`src/rtl/gpu_rect_engine.sv`:
```
// gpu_rect_engine: 1-bpp framebuffer command engine.
// Executes rectangle FILL, overlap-safe BLIT and 8-pixel horizontal
// READ_BYTE / WRITE_BYTE against a single-port, read-latency-1 pixel RAM,
// issuing one pixel address per cycle. FILL/BLIT apply a raster op
// (COPY/AND/OR/XOR) through read-modify-write when it is not COPY.
module gpu_rect_engine #(
  parameter int WIDTH     = 320,
  parameter int HEIGHT    = 200,
  parameter int XW        = 9,
  parameter int YW        = 8,
  parameter int BYTE_BITS = 8
) (
  input  logic                 clk,
  input  logic                 rst,
  input  logic                 cmd_valid,
  output logic                 cmd_ready,
  input  logic [1:0]           cmd_op,
  input  logic [1:0]           cmd_rop,
  input  logic [XW-1:0]        cmd_x1,
  input  logic [YW-1:0]        cmd_y1,
  input  logic [XW-1:0]        cmd_x2,
  input  logic [YW-1:0]        cmd_y2,
  input  logic [XW-1:0]        cmd_w,
  input  logic [YW-1:0]        cmd_h,
  input  logic                 cmd_fill_value,
  input  logic [BYTE_BITS-1:0] cmd_wr_byte,
  output logic [XW-1:0]        mem_x,
  output logic [YW-1:0]        mem_y,
  output logic                 mem_rd_en,
  input  logic                 mem_rd_data,
  output logic                 mem_wr_en,
  output logic                 mem_wr_data,
  output logic                 busy,
  output logic                 done,
  output logic                 error,
  output logic [BYTE_BITS-1:0] rd_byte,
  output logic                 rd_byte_valid
);

  localparam int BIW = (BYTE_BITS > 1) ? $clog2(BYTE_BITS) : 1;
  localparam logic [BIW-1:0] BI_LAST = BIW'(BYTE_BITS - 1);

  typedef enum logic [1:0] {
    OP_FILL     = 2'd0,
    OP_BLIT     = 2'd1,
    OP_RD_BYTE  = 2'd2,
    OP_WR_BYTE  = 2'd3
  } op_e;

  typedef enum logic [1:0] {
    ROP_COPY = 2'd0,
    ROP_AND  = 2'd1,
    ROP_OR   = 2'd2,
    ROP_XOR  = 2'd3
  } rop_e;

  // S_RD_SRC/S_RD_DST/S_WR form the per-pixel micro-sequence for FILL/BLIT;
  // the byte states walk BYTE_BITS consecutive pixels on one row.
  typedef enum logic [2:0] {
    S_IDLE,
    S_RD_SRC,
    S_RD_DST,
    S_WR,
    S_BYTE_RD,
    S_BYTE_LAST,
    S_BYTE_WR
  } state_e;

  function automatic logic rop_f(rop_e rop, logic s, logic d);
    case (rop)
      ROP_AND: rop_f = s & d;
      ROP_OR:  rop_f = s | d;
      ROP_XOR: rop_f = s ^ d;
      default: rop_f = s;
    endcase
  endfunction

  state_e               state_q, state_d;
  op_e                  op_q, op_d;
  rop_e                 rop_q, rop_d;
  logic [XW-1:0]        x1_q, x1_d, x2_q, x2_d, w_q, w_d, cx_q, cx_d;
  logic [YW-1:0]        y1_q, y1_d, y2_q, y2_d, h_q, h_d, cy_q, cy_d;
  logic                 fill_q, fill_d;
  logic [BYTE_BITS-1:0] wr_byte_q, wr_byte_d;
  logic                 rev_q, rev_d;
  logic [BIW-1:0]       bi_q, bi_d;
  logic                 src_q, src_d;
  logic [BYTE_BITS-1:0] shift_q, shift_d;
  logic [BYTE_BITS-1:0] rd_byte_q, rd_byte_d;
  logic                 rd_byte_valid_q, rd_byte_valid_d;
  logic                 done_q, done_d;
  logic                 error_q, error_d;

  // Acceptance-time bounds checks use one extra bit so the sums cannot wrap.
  logic [XW:0] x1_end, x2_end, xb_end;
  logic [YW:0] y1_end, y2_end;
  logic        fill_bad, blit_bad, byte_bad, cmd_bad, cmd_rev;

  // Pixel addressing relative to the rectangle origin.
  logic [XW-1:0] src_x, dst_x, byte_x;
  logic [YW-1:0] src_y, dst_y;
  logic          last_px;

  // Combinational validation and address generation.
  always_comb begin
    x1_end   = {1'b0, cmd_x1} + {1'b0, cmd_w};
    x2_end   = {1'b0, cmd_x2} + {1'b0, cmd_w};
    xb_end   = {1'b0, cmd_x1} + (XW+1)'(BYTE_BITS);
    y1_end   = {1'b0, cmd_y1} + {1'b0, cmd_h};
    y2_end   = {1'b0, cmd_y2} + {1'b0, cmd_h};
    fill_bad = (cmd_w == '0) || (cmd_h == '0) ||
               (x1_end > (XW+1)'(WIDTH)) || (y1_end > (YW+1)'(HEIGHT));
    blit_bad = fill_bad ||
               (x2_end > (XW+1)'(WIDTH)) || (y2_end > (YW+1)'(HEIGHT));
    byte_bad = (xb_end > (XW+1)'(WIDTH)) ||
               ({1'b0, cmd_y1} >= (YW+1)'(HEIGHT));
    case (op_e'(cmd_op))
      OP_FILL: cmd_bad = fill_bad;
      OP_BLIT: cmd_bad = blit_bad;
      default: cmd_bad = byte_bad;
    endcase
    // Copying towards higher addresses must walk backwards so the source
    // is read before the overlapping destination overwrites it.
    cmd_rev  = (op_e'(cmd_op) == OP_BLIT) &&
               ((cmd_y2 > cmd_y1) || ((cmd_y2 == cmd_y1) && (cmd_x2 > cmd_x1)));

    src_x    = x1_q + cx_q;
    src_y    = y1_q + cy_q;
    dst_x    = (op_q == OP_BLIT) ? (x2_q + cx_q) : src_x;
    dst_y    = (op_q == OP_BLIT) ? (y2_q + cy_q) : src_y;
    byte_x   = x1_q + XW'(bi_q);
    last_px  = rev_q ? ((cx_q == '0) && (cy_q == '0))
                     : ((cx_q == w_q - XW'(1)) && (cy_q == h_q - YW'(1)));
  end

  // Next-state, datapath updates and memory strobes.
  always_comb begin
    // NOTE: every signal driven here gets a default first; a path that
    // leaves one unassigned would infer a latch.
    state_d         = state_q;
    op_d            = op_q;
    rop_d           = rop_q;
    x1_d            = x1_q;
    y1_d            = y1_q;
    x2_d            = x2_q;
    y2_d            = y2_q;
    w_d             = w_q;
    h_d             = h_q;
    fill_d          = fill_q;
    wr_byte_d       = wr_byte_q;
    rev_d           = rev_q;
    cx_d            = cx_q;
    cy_d            = cy_q;
    bi_d            = bi_q;
    src_d           = src_q;
    shift_d         = shift_q;
    rd_byte_d       = rd_byte_q;
    rd_byte_valid_d = 1'b0;
    done_d          = 1'b0;
    error_d         = error_q;
    mem_x           = '0;
    mem_y           = '0;
    mem_rd_en       = 1'b0;
    mem_wr_en       = 1'b0;
    mem_wr_data     = 1'b0;

    case (state_q)
      S_IDLE: begin
        if (cmd_valid) begin
          op_d      = op_e'(cmd_op);
          rop_d     = rop_e'(cmd_rop);
          x1_d      = cmd_x1;
          y1_d      = cmd_y1;
          x2_d      = cmd_x2;
          y2_d      = cmd_y2;
          w_d       = cmd_w;
          h_d       = cmd_h;
          fill_d    = cmd_fill_value;
          wr_byte_d = cmd_wr_byte;
          rev_d     = cmd_rev;
          cx_d      = cmd_rev ? (cmd_w - XW'(1)) : '0;
          cy_d      = cmd_rev ? (cmd_h - YW'(1)) : '0;
          bi_d      = '0;
          if (cmd_bad) begin
            error_d = 1'b1;
            done_d  = 1'b1;
          end else begin
            error_d = 1'b0;
            case (op_e'(cmd_op))
              OP_FILL:    state_d = (rop_e'(cmd_rop) == ROP_COPY) ? S_WR : S_RD_DST;
              OP_BLIT:    state_d = S_RD_SRC;
              OP_RD_BYTE: state_d = S_BYTE_RD;
              default:    state_d = S_BYTE_WR;
            endcase
          end
        end
      end

      S_RD_SRC: begin
        mem_x     = src_x;
        mem_y     = src_y;
        mem_rd_en = 1'b1;
        state_d   = (rop_q == ROP_COPY) ? S_WR : S_RD_DST;
      end

      S_RD_DST: begin
        mem_x     = dst_x;
        mem_y     = dst_y;
        mem_rd_en = 1'b1;
        // For BLIT the source pixel read last cycle is on mem_rd_data now.
        if (op_q == OP_BLIT) src_d = mem_rd_data;
        state_d   = S_WR;
      end

      S_WR: begin
        mem_x     = dst_x;
        mem_y     = dst_y;
        mem_wr_en = 1'b1;
        if (op_q == OP_FILL)
          mem_wr_data = rop_f(rop_q, fill_q, mem_rd_data);
        else if (rop_q == ROP_COPY)
          mem_wr_data = mem_rd_data;
        else
          mem_wr_data = rop_f(rop_q, src_q, mem_rd_data);

        if (last_px) begin
          state_d = S_IDLE;
          done_d  = 1'b1;
        end else begin
          if (rev_q) begin
            if (cx_q == '0) begin
              cx_d = w_q - XW'(1);
              cy_d = cy_q - YW'(1);
            end else begin
              cx_d = cx_q - XW'(1);
            end
          end else begin
            if (cx_q == w_q - XW'(1)) begin
              cx_d = '0;
              cy_d = cy_q + YW'(1);
            end else begin
              cx_d = cx_q + XW'(1);
            end
          end
          if (op_q == OP_FILL)
            state_d = (rop_q == ROP_COPY) ? S_WR : S_RD_DST;
          else
            state_d = S_RD_SRC;
        end
      end

      S_BYTE_RD: begin
        mem_x     = byte_x;
        mem_y     = y1_q;
        mem_rd_en = 1'b1;
        // Pixel i arrives one cycle after its read; shift in from the top so
        // bit 0 ends at the LSB after BYTE_BITS captures.
        if (bi_q != '0) shift_d = {mem_rd_data, shift_q[BYTE_BITS-1:1]};
        if (bi_q == BI_LAST) state_d = S_BYTE_LAST;
        else                 bi_d    = bi_q + BIW'(1);
      end

      S_BYTE_LAST: begin
        rd_byte_d       = {mem_rd_data, shift_q[BYTE_BITS-1:1]};
        rd_byte_valid_d = 1'b1;
        done_d          = 1'b1;
        state_d         = S_IDLE;
      end

      S_BYTE_WR: begin
        mem_x       = byte_x;
        mem_y       = y1_q;
        mem_wr_en   = 1'b1;
        mem_wr_data = wr_byte_q[bi_q];
        if (bi_q == BI_LAST) begin
          state_d = S_IDLE;
          done_d  = 1'b1;
        end else begin
          bi_d = bi_q + BIW'(1);
        end
      end

      default: state_d = S_IDLE;
    endcase
  end

  // State and datapath registers; reset aborts any command in flight.
  always_ff @(posedge clk or posedge rst) begin
    if (rst) begin
      state_q         <= S_IDLE;
      op_q            <= OP_FILL;
      rop_q           <= ROP_COPY;
      x1_q            <= '0;
      y1_q            <= '0;
      x2_q            <= '0;
      y2_q            <= '0;
      w_q             <= '0;
      h_q             <= '0;
      fill_q          <= 1'b0;
      wr_byte_q       <= '0;
      rev_q           <= 1'b0;
      cx_q            <= '0;
      cy_q            <= '0;
      bi_q            <= '0;
      src_q           <= 1'b0;
      shift_q         <= '0;
      rd_byte_q       <= '0;
      rd_byte_valid_q <= 1'b0;
      done_q          <= 1'b0;
      error_q         <= 1'b0;
    end else begin
      // NOTE: non-blocking assignments so every register samples the
      // pre-edge value of the others, independent of statement order.
      state_q         <= state_d;
      op_q            <= op_d;
      rop_q           <= rop_d;
      x1_q            <= x1_d;
      y1_q            <= y1_d;
      x2_q            <= x2_d;
      y2_q            <= y2_d;
      w_q             <= w_d;
      h_q             <= h_d;
      fill_q          <= fill_d;
      wr_byte_q       <= wr_byte_d;
      rev_q           <= rev_d;
      cx_q            <= cx_d;
      cy_q            <= cy_d;
      bi_q            <= bi_d;
      src_q           <= src_d;
      shift_q         <= shift_d;
      rd_byte_q       <= rd_byte_d;
      rd_byte_valid_q <= rd_byte_valid_d;
      done_q          <= done_d;
      error_q         <= error_d;
    end
  end

  assign cmd_ready     = (state_q == S_IDLE);
  assign busy          = ~cmd_ready;
  assign done          = done_q;
  assign error         = error_q;
  assign rd_byte       = rd_byte_q;
  assign rd_byte_valid = rd_byte_valid_q;

endmodule

```
`config.mk`:
```
export PLATFORM = sky130hd
export DESIGN_NAME = gpu_rect_engine
export DESIGN_NICKNAME = d
export VERILOG_FILES = /design/src/rtl/gpu_rect_engine.sv
export SDC_FILE = /design/constraint.sdc
export NUM_CORES = 1
export LEC_CHECK = 0
export ABC_AREA = 1
export BUFFER_PORTS_ARGS = -buffer_cell sky130_fd_sc_hd__buf_4
export CORE_UTILIZATION = 67
export CTS_BUF_LIST = sky130_fd_sc_hd__clkbuf_2
export CTS_CLUSTER_SIZE = 20
export DETAILED_ROUTE_END_ITERATION = 10
export PLACE_DENSITY = 0.95
export SYNTH_ARGS = -nofsm -noshare
export SYNTH_HDL_FRONTEND = slang
export SYNTH_SLANG_ARGS = --single-unit
```
`constraint.sdc`:
```
create_clock -name clk -period 8.9 [get_ports clk]
set_clock_uncertainty 0.2 [all_clocks]
set_input_delay 0.89 -clock clk [delete_from_list [all_inputs] [get_ports clk]]
set_output_delay 0.89 -clock clk [all_outputs]
set_load 0.1 [all_outputs]
```
# == Word-level counts from Yosys, hierarchy flattened ==
# Index checks and enable logic that the tools add are counted.
# totals
regBits,108
mem_count,0
in_bits,68
elab_cells,162
latchBits,0
ram_bits,0
romBits,0
# op_classes
n_bitwise,7
n_shift,0
div_mod_pow,0
n_mux,48
n_eq_ne,24
n_reduce_logical,34
n_addsub,19
n_lt_le_gt_ge,9
mul,0
# ops
operator,count
two-way mux 9 bit,7
two-way mux 8 bit,7
"greater-than comparator 10 x 9 -> 1 bit, second input constant",3
case mux 9 bit (3 select lines),1
"subtractor 9 x 1 -> 9 bit, second input constant",3
case mux 8 bit (3 select lines),1
"subtractor 8 x 1 -> 8 bit, second input constant",3
adder 9 x 9 -> 10 bit,2
adder 8 x 8 -> 9 bit,2
adder 9 bit,2
"greater-than comparator 9 x 8 -> 1 bit, second input constant",2
zero test 9 bit,2
two-way mux 3 bit,6
case mux 3 bit (6 select lines),1
case mux 9 bit (2 select lines),1
adder 8 bit,2
equality test 8 bit,2
zero test 8 bit,2
case mux 8 bit (2 select lines),1
two-way mux 1 bit,13
"equality test 3 bit, second input constant",4
"inequality test 2 bit, second input constant",6
"adder 9 x 4 -> 10 bit, second input constant",1
"adder 9 x 1 -> 9 bit, second input constant",1
36 further kinds,66

# == Logic depth before layout (Yosys ltp) ==
# Gate-level depths: netlist (run 1).
# depth
ltp_word,10
mapped_depth,19

# == Least setup slack after synthesis (run 1) ==
# Ideal clock, no wire load.
# synth_path
path_kind,register to output
from,register cy_q[0]
to,output port mem_y[6]
arrival_ns,3.231
path_slack_ns,4.579
path_stages_with_launch,14
cell_sequence,dfrtp_1 ha_1 fa_1 nand2_1 inv_1 o21ai_0 nand2_1 nand2_1 nand2_1 a21oi_1 nand2_1 nand2_1 o21ai_0 o211ai_1
# synth_between
elab_chain_cells,3
# synth_lines
item,line_no,rtl
start: declaration,82,"logic [YW-1:0] y1_q, y1_d, y2_q, y2_d, h_q, h_d, cy_q, cy_d;"
start signal: assignment,327,cy_q <= cy_d;
"adder 8 bit, on equally long branches","128, 130",
two-way mux 8 bit,130,dst_y = (op_q == OP_BLIT) ? (y2_q + cy_q) : src_y;
case mux 8 bit (3 select lines) *,167,case (state_q)
end: declaration,28,"output logic [YW-1:0] mem_y,"
# Every way passes the cells marked *; elsewhere a longest branch is shown, timed or not.

# == Worst setup path after layout (run 1) ==
# layout_path
from,register state_q[1]
to,output port mem_wr_en
# layout_between
elab_chain_cells,3
# layout_lines
item,line_no,rtl
start: declaration,78,"state_e state_q, state_d;"
start signal: assignment,314,state_q <= state_d;
equality test 3 bit / equality test 3 x 2 -> 1 bit (equally long branches),167,
OR reduction 2 bit (no line) *,n/a,
two-way mux 1 bit *,167,
end: declaration,31,"output logic mem_wr_en,"
# Marks and branches as above.

==> run summary, run 1 <==
status - finished, final reports clean
initial antenna violation count - 1
fmax - 0.204 GHz
die area - 15900 sq um
Post-DP HPWL - 22700 microns
H-Tree Depth - 3
iteration count of the initial detailed-routing pass - 5
worst slew pin tran - 1.14 ns
commonest non-fill, non-tap cells in the layout - nand2_1 (451), inv_1 (185), o21ai_0 (135), ha_1 (109), dfrtp_1 (107)
total gr overflow - 0
Relative slew margins - 23.7%
Row Count - 44
Worst R2R Start - state_q[1]
DP Worst Slack - 4.85 ns
register area - 2680 sq um
largest net degree at the start of global routing - 78
setup TNS - 0 ns
Seq/Total Area, Yosys - 26.0%
Tmin final - 4.89 ns
Total GRT Usage - 37.2%
Seq pwr share - 25.7%
Seq cells post-synth - 107
routability congestion estimate from global placement - 0.959
Switching Power - 2.17 mW
clk buf depth - 2
Power per Cell Area - 321 nW/um^2
Lkg Pwr - 6.09 nW
Post-synth EDFFs - 0
Finish-stage setup viols - 0
Antenna Nets Post-Route - 0
switch share - 59.9%
Gate Count Post-Synth - 1520
Initial Util - 69.8%
final hold vios - 0
flop2flop setup slack - 5.29 ns
Critical Path Start Type - flip-flop
worst setup margin - 4.01 ns
final wirelength - 28800 microns
ys flop type - dfrtp_1
vias in the first global route - 9962
clk_lat worst skew - 0.65 ns
Yosys Warn Count - 0
DR vias/cell - 6.03
RSZ-0062 raised after global routing - no
clk sink count - 107
Area after DPL - 11200 sq um
CORE AREA - 14800 sq um
commonest non-fill, non-tap cell in the layout - nand2_1
Worst Hold Class - in2reg
Num CTS Buffers - 9
Max Cap Viol - 0
Post CTS Setup Buffer Count - 0
dpl cells - 1776
CTS Hold Bufs - 1
WP data required - 7.81 ns
CP Max Fanout - 24
CP Class - reg2out
wire length per cell - 16.1 microns
post-CTS sizing - 0
Int Power - 1.46 mW
Reg2Reg Depth - 10
fin nets - 1791
Syn-to-layout area delta - 9.60%
final instance area - 11300 sq um
Reg-to-Reg End - cy_q[4]
peak ir drop on the vdd network - 0.357 mV
die height - 126 microns
synthesized area - 10300 sq um
fillers - 1192
Crit path arrival time - 3.80 ns
Syn Nets - 1707
Multi-input gate area - 6760 sq um
DR vias - 10.8k
Die W - 126 microns
Final Hold Slack - 0.232 ns
asr flop ratio synth - 100%
DR iter-0 viols - 1144
# DRC - 0
critical path endpoint category - output port
synth unique cells - 50
share of post-route cells with drive strength above 1 - 9.88%
first-pass GRT wire length - 47400 microns
Clk network pwr share - 5.9%
WHS Endpoint - rop_q[1]
IO Port Bufs - 100
combinational share of power - 68.4%
fin crit share - 55.0%
hold_sp - cmd_rop[1]
Pins Over Slew Limit - 0
Post-Layout Cell Count - 1794
hold path cells - 3
Syn Area/Cell - 6.78 sq um
Boundary Pins - 101
Clock Pin Slew Worst Setup and Hold Paths - 0.31 ns
TritonCTS clock tree - yes
CTS root buf - clkbuf_2
[how the worst max path moves through the flow]
stage                     slack (ns)  startpoint   endpoint  cells past startpoint
after floorplan                 4.58     cy_q[0]   mem_y[6]                     13
after global placement          4.95  state_q[1]  mem_wr_en                      7
after detailed placement        4.85  state_q[1]  mem_wr_en                      7
after CTS                       4.12  state_q[1]  mem_wr_en                      7
after global routing            3.83  state_q[1]  mem_wr_en                      7
final                           4.01  state_q[1]  mem_wr_en                      7
[area by class of cell]
| cell class | instances | area share, % |
|---|---|---|
| Antenna cell | 1 | 0.0222 |
| Clock buffer | 10 | 0.443 |
| Clock inverter | 6 | 0.421 |
| Inverter | 194 | 6.47 |
| Multi-Input combinational cell | 1186 | 59.8 |
| Sequential cell | 107 | 23.7 |
| Tap cell | 184 | 2.04 |
| Timing Repair Buffer | 106 | 7.07 |
[power groups by stage]
stage	registers (mW)	clock network (mW)	logic, mW
6_report	0.932	0.215	2.48
3_5_place_dp	0.932	0	2.44
5_1_grt	0.954	0.233	2.70
3_3_place_gp	0.923	0	2.38
4_1_cts	0.921	0.216	2.45
2_1_floorplan	1.00	0	1.78
[sequential cells by signal, indices dropped and copies added, names as in the netlist]
| signal | cells |
|---|---|
| error | 1 |
| wr_byte_q | 8 |
| state_q | 3 |
| y2_q | 8 |
| op_q | 2 |
| src_q | 1 |
| fill_q | 1 |
| bi_q | 3 |
| rev_q | 1 |
| x1_q | 9 |
| x2_q | 9 |
| w_q | 9 |
| rd_byte_valid | 1 |
| rop_q | 2 |
| y1_q | 8 |
| rd_byte | 8 |
| done | 1 |
| shift_q | 7 |
| h_q | 8 |
| cx_q | 9 |
| cy_q | 8 |
[metal layers]
layer	wire, microns	track usage (%)
met1	12100	50.1
met2	13200	61.1
met3	2620	4.63
met4	889	14.5
met5	0	0
[cells in the mapped netlist (15+ instances only)]
master | number | area (sq um)
nand3_1 | 104 | 521
clkbuf_1 | 20 | 75.1
nor2_1 | 99 | 372
o21ai_0 | 135 | 676
nand2_1 | 451 | 1690
xnor2_1 | 20 | 175
ha_1 | 109 | 1360
o211ai_1 | 15 | 113
nand4_1 | 39 | 244
dfrtp_1 | 107 | 2680
inv_1 | 186 | 698
xor2_1 | 37 | 324
a21oi_1 | 72 | 360
[kinds of logic (layout without fill, tap and decap cells)]
group / Yosys count / count (layout) / share of synthesized area, %
buffers and inverters: 227 / 316 / 8.51
flip-flops: 107 / 107 / 26.0
AND/OR/NAND/NOR: 744 / 744 / 31.0
XOR/XNOR: 58 / 58 / 5.06
adder cells (fa/ha/maj): 119 / 119 / 15.2
other: 0 / 1 / 0
AO/OA/AOI/OAI: 265 / 265 / 14.3
[metrics by stage]
step	utilization, %	total power [mW]
final	76.6	3.63
after global routing	76.6	3.89
after CTS	76.5	3.59
after detailed placement	75.8	3.37
after floorplan	-	2.79
after global placement	75.8	3.30
[critical path, stage by stage, from the launching register on]
cell,delay (ns)
dfrtp_1,0.46
inv_1,0.07
nor2_1,0.86
inv_1,0.31
nor2_4,0.56
inv_1,0.44
nand2_1,0.17
buf_4,0.30
Power figures use the tool's default switching activity.
==> inputs of run 2 (changes only) <==
--- a/config.mk
+++ b/config.mk
@@ -7,11 +7,11 @@
 export LEC_CHECK = 0
 export ABC_AREA = 1
 export BUFFER_PORTS_ARGS = -buffer_cell sky130_fd_sc_hd__buf_4
-export CORE_UTILIZATION = 67
+export CORE_UTILIZATION = 57
 export CTS_BUF_LIST = sky130_fd_sc_hd__clkbuf_2
 export CTS_CLUSTER_SIZE = 20
 export DETAILED_ROUTE_END_ITERATION = 10
-export PLACE_DENSITY = 0.95
+export PLACE_DENSITY = 0.86
 export SYNTH_ARGS = -nofsm -noshare
 export SYNTH_HDL_FRONTEND = slang
 export SYNTH_SLANG_ARGS = --single-unit
==> constraint.sdc (replaced) <==
create_clock -name clk -period 4.15 [get_ports clk]
set_clock_uncertainty 0.2 [all_clocks]
set_input_delay 0.415 -clock clk [delete_from_list [all_inputs] [get_ports clk]]
set_output_delay 0.415 -clock clk [all_outputs]
set_load 0.1 [all_outputs]
==> run summary, run 2 (synthesis gave the netlist of run 1 again) <==
status - finished, final reports clean
routability congestion estimate from global placement - 0.982
CORE AREA - 17500 sq um
CTS root buf - clkbuf_2
Syn-to-layout area delta - 17.0%
Post-DP HPWL - 23300 microns
Max Cap Viol - 0
Initial Util - 59.0%
DR iter-0 viols - 1049
fillers - 1425
setup TNS - 0 ns
die height - 136 microns
Seq pwr share - 25.3%
peak ir drop on the vdd network - 1.27 mV
Final Hold Slack - 0.100 ns
Tmin final - 3.91 ns
CP max-delay cell - dfrtp_1
CP Class - reg2out
first-pass GRT wire length - 49600 microns
Switching Power - 4.72 mW
fmax - 0.256 GHz
worst slew pin tran - 0.810 ns
final hold vios - 0
initial antenna violation count - 1
Worst Hold Class - in2async
switch share - 59.7%
critical-path cell list - ha_1, fa_1, nand2_1, inv_1, o21ai_0, nand2_1, nand2_1, nand2_1, a21oi_1, nand2_1, nand2_1, o21ai_0, o211ai_1, buf_6
Pins Over Slew Limit - 0
Design Power - 7.91 mW
Antenna Nets Post-Route - 0
DR vias/cell - 5.81
Clk network pwr share - 6.1%
share of post-route cells with drive strength above 1 - 9.71%
H-Tree Depth - 3
Clock Pin Slew Worst Setup and Hold Paths - 0.34 ns
Power per Cell Area - 655 nW/um^2
combinational share of power - 68.6%
clk buf depth - 2
Lkg Pwr - 6.39 nW
final core occ - 69.0%
crit-path most repeated cell - nand2_1
WP data required - 3.53 ns
total gr overflow - 0
final wirelength - 30900 microns
Total GRT Usage - 34.3%
vias in the first global route - 10.4k
Num CTS Buffers - 9
critical path endpoint category - output port
clk sink count - 107
Crit path arrival time - 3.29 ns
# DRC - 0
DR vias - 11.1k
clk_lat worst skew - 0.66 ns
wire length per cell - 16.2 microns
TritonCTS clock tree - yes
CP max stage delay - 0.54 ns
Int Power - 3.19 mW
iteration count of the initial detailed-routing pass - 8
commonest non-fill, non-tap cell in the layout - nand2_1
Relative slew margins - 46.0%
Row Count - 48
IO Port Bufs - 100
largest net degree at the start of global routing - 57
fin nets - 1861
commonest non-fill, non-tap cells in the layout - nand2_1 (451), inv_1 (185), o21ai_0 (135), ha_1 (109)
Boundary Pins - 101
Multi-input gate area - 6760 sq um
Finish-stage setup viols - 0
Critical Path Start Type - flip-flop
Die W - 136 microns
fin crit share - 94.2%
die area - 18600 sq um
CP Max Fanout - 7
RSZ-0062 raised after global routing - no
register area - 2680 sq um
[run 2: what timing repair did]
action                     4_1_cts  5_1_grt
hold endpoints to repair       118        0
setup endpoints to repair        0        2
buffers inserted                 0        0
hold buffers                    68        0
resized for setup                0        3
[run 2: area by class of cell]
type                       count  share of cell area [%]
multi-input combinational   1186                    56.0
tap                          225                    2.33
inverter                     194                    6.06
clock buffer                   9                   0.373
timing repair buffer         176                    12.4
antenna                        1                  0.0207
sequential                   107                    22.2
clock inverter                 7                   0.539
[run 2: path summary, 6_finish.rpt]
check | start | endpoint | slack, ns | depth (start not counted)
worst min register to register | rd_byte[0] | rd_byte[0] | 0.31 | 2
min in group clk | rd_byte[0] | rd_byte[0] | 0.31 | 2
worst min-delay path | rst | cy_q[0] | 0.10 | 3
worst max register to register | w_q[0] | cy_q[5] | 1.21 | 17
max in group asynchronous | rst | error | 2.71 | 4
worst max-delay path | cy_q[0] | mem_y[6] | 0.24 | 14
[run 2: power groups by stage]
stage                     logic, mW  registers, mW  clock network (mW)
after floorplan                3.83           2.15                   0
after global placement         5.15           1.99                   0
after detailed placement       5.26           2.00                   0
after CTS                      5.34           1.98               0.498
after global routing           5.89           2.05               0.536
final                          5.42           2.00               0.486
[run 2: metal layers]
| metal | up-vias | part of all wire [%] | GRT usage [%] |
|---|---|---|---|
| met3 | 97 | 9.1 | 5.33 |
| li1 | 5324 | - | - |
| met1 | 5066 | 42 | 44.7 |
| met2 | 580 | 46 | 56.5 |
| met4 | 0 | 3.5 | 14.1 |
| met5 | - | 0 | 0 |
[run 2: stage by stage]
step	setup WS (ns)	cells	instance area [sq um]
final	0.243	1905	12100
after global routing	0.00120	1905	12100
after CTS	0.205	1904	12000
after detailed placement	1.00	1820	11300
after global placement	1.09	1820	11300
after floorplan	0.217	1520	10300
[run 2: worst max-delay path, delay by kind of cell (launching register included)]
family,cells,cell delay (ns)
and+or+nand+nor,6,0.43
adders and majority gates,2,0.63
buffers and inverters,2,0.32
DFF,1,0.54
AOI/OAI and AO/OA,4,0.70
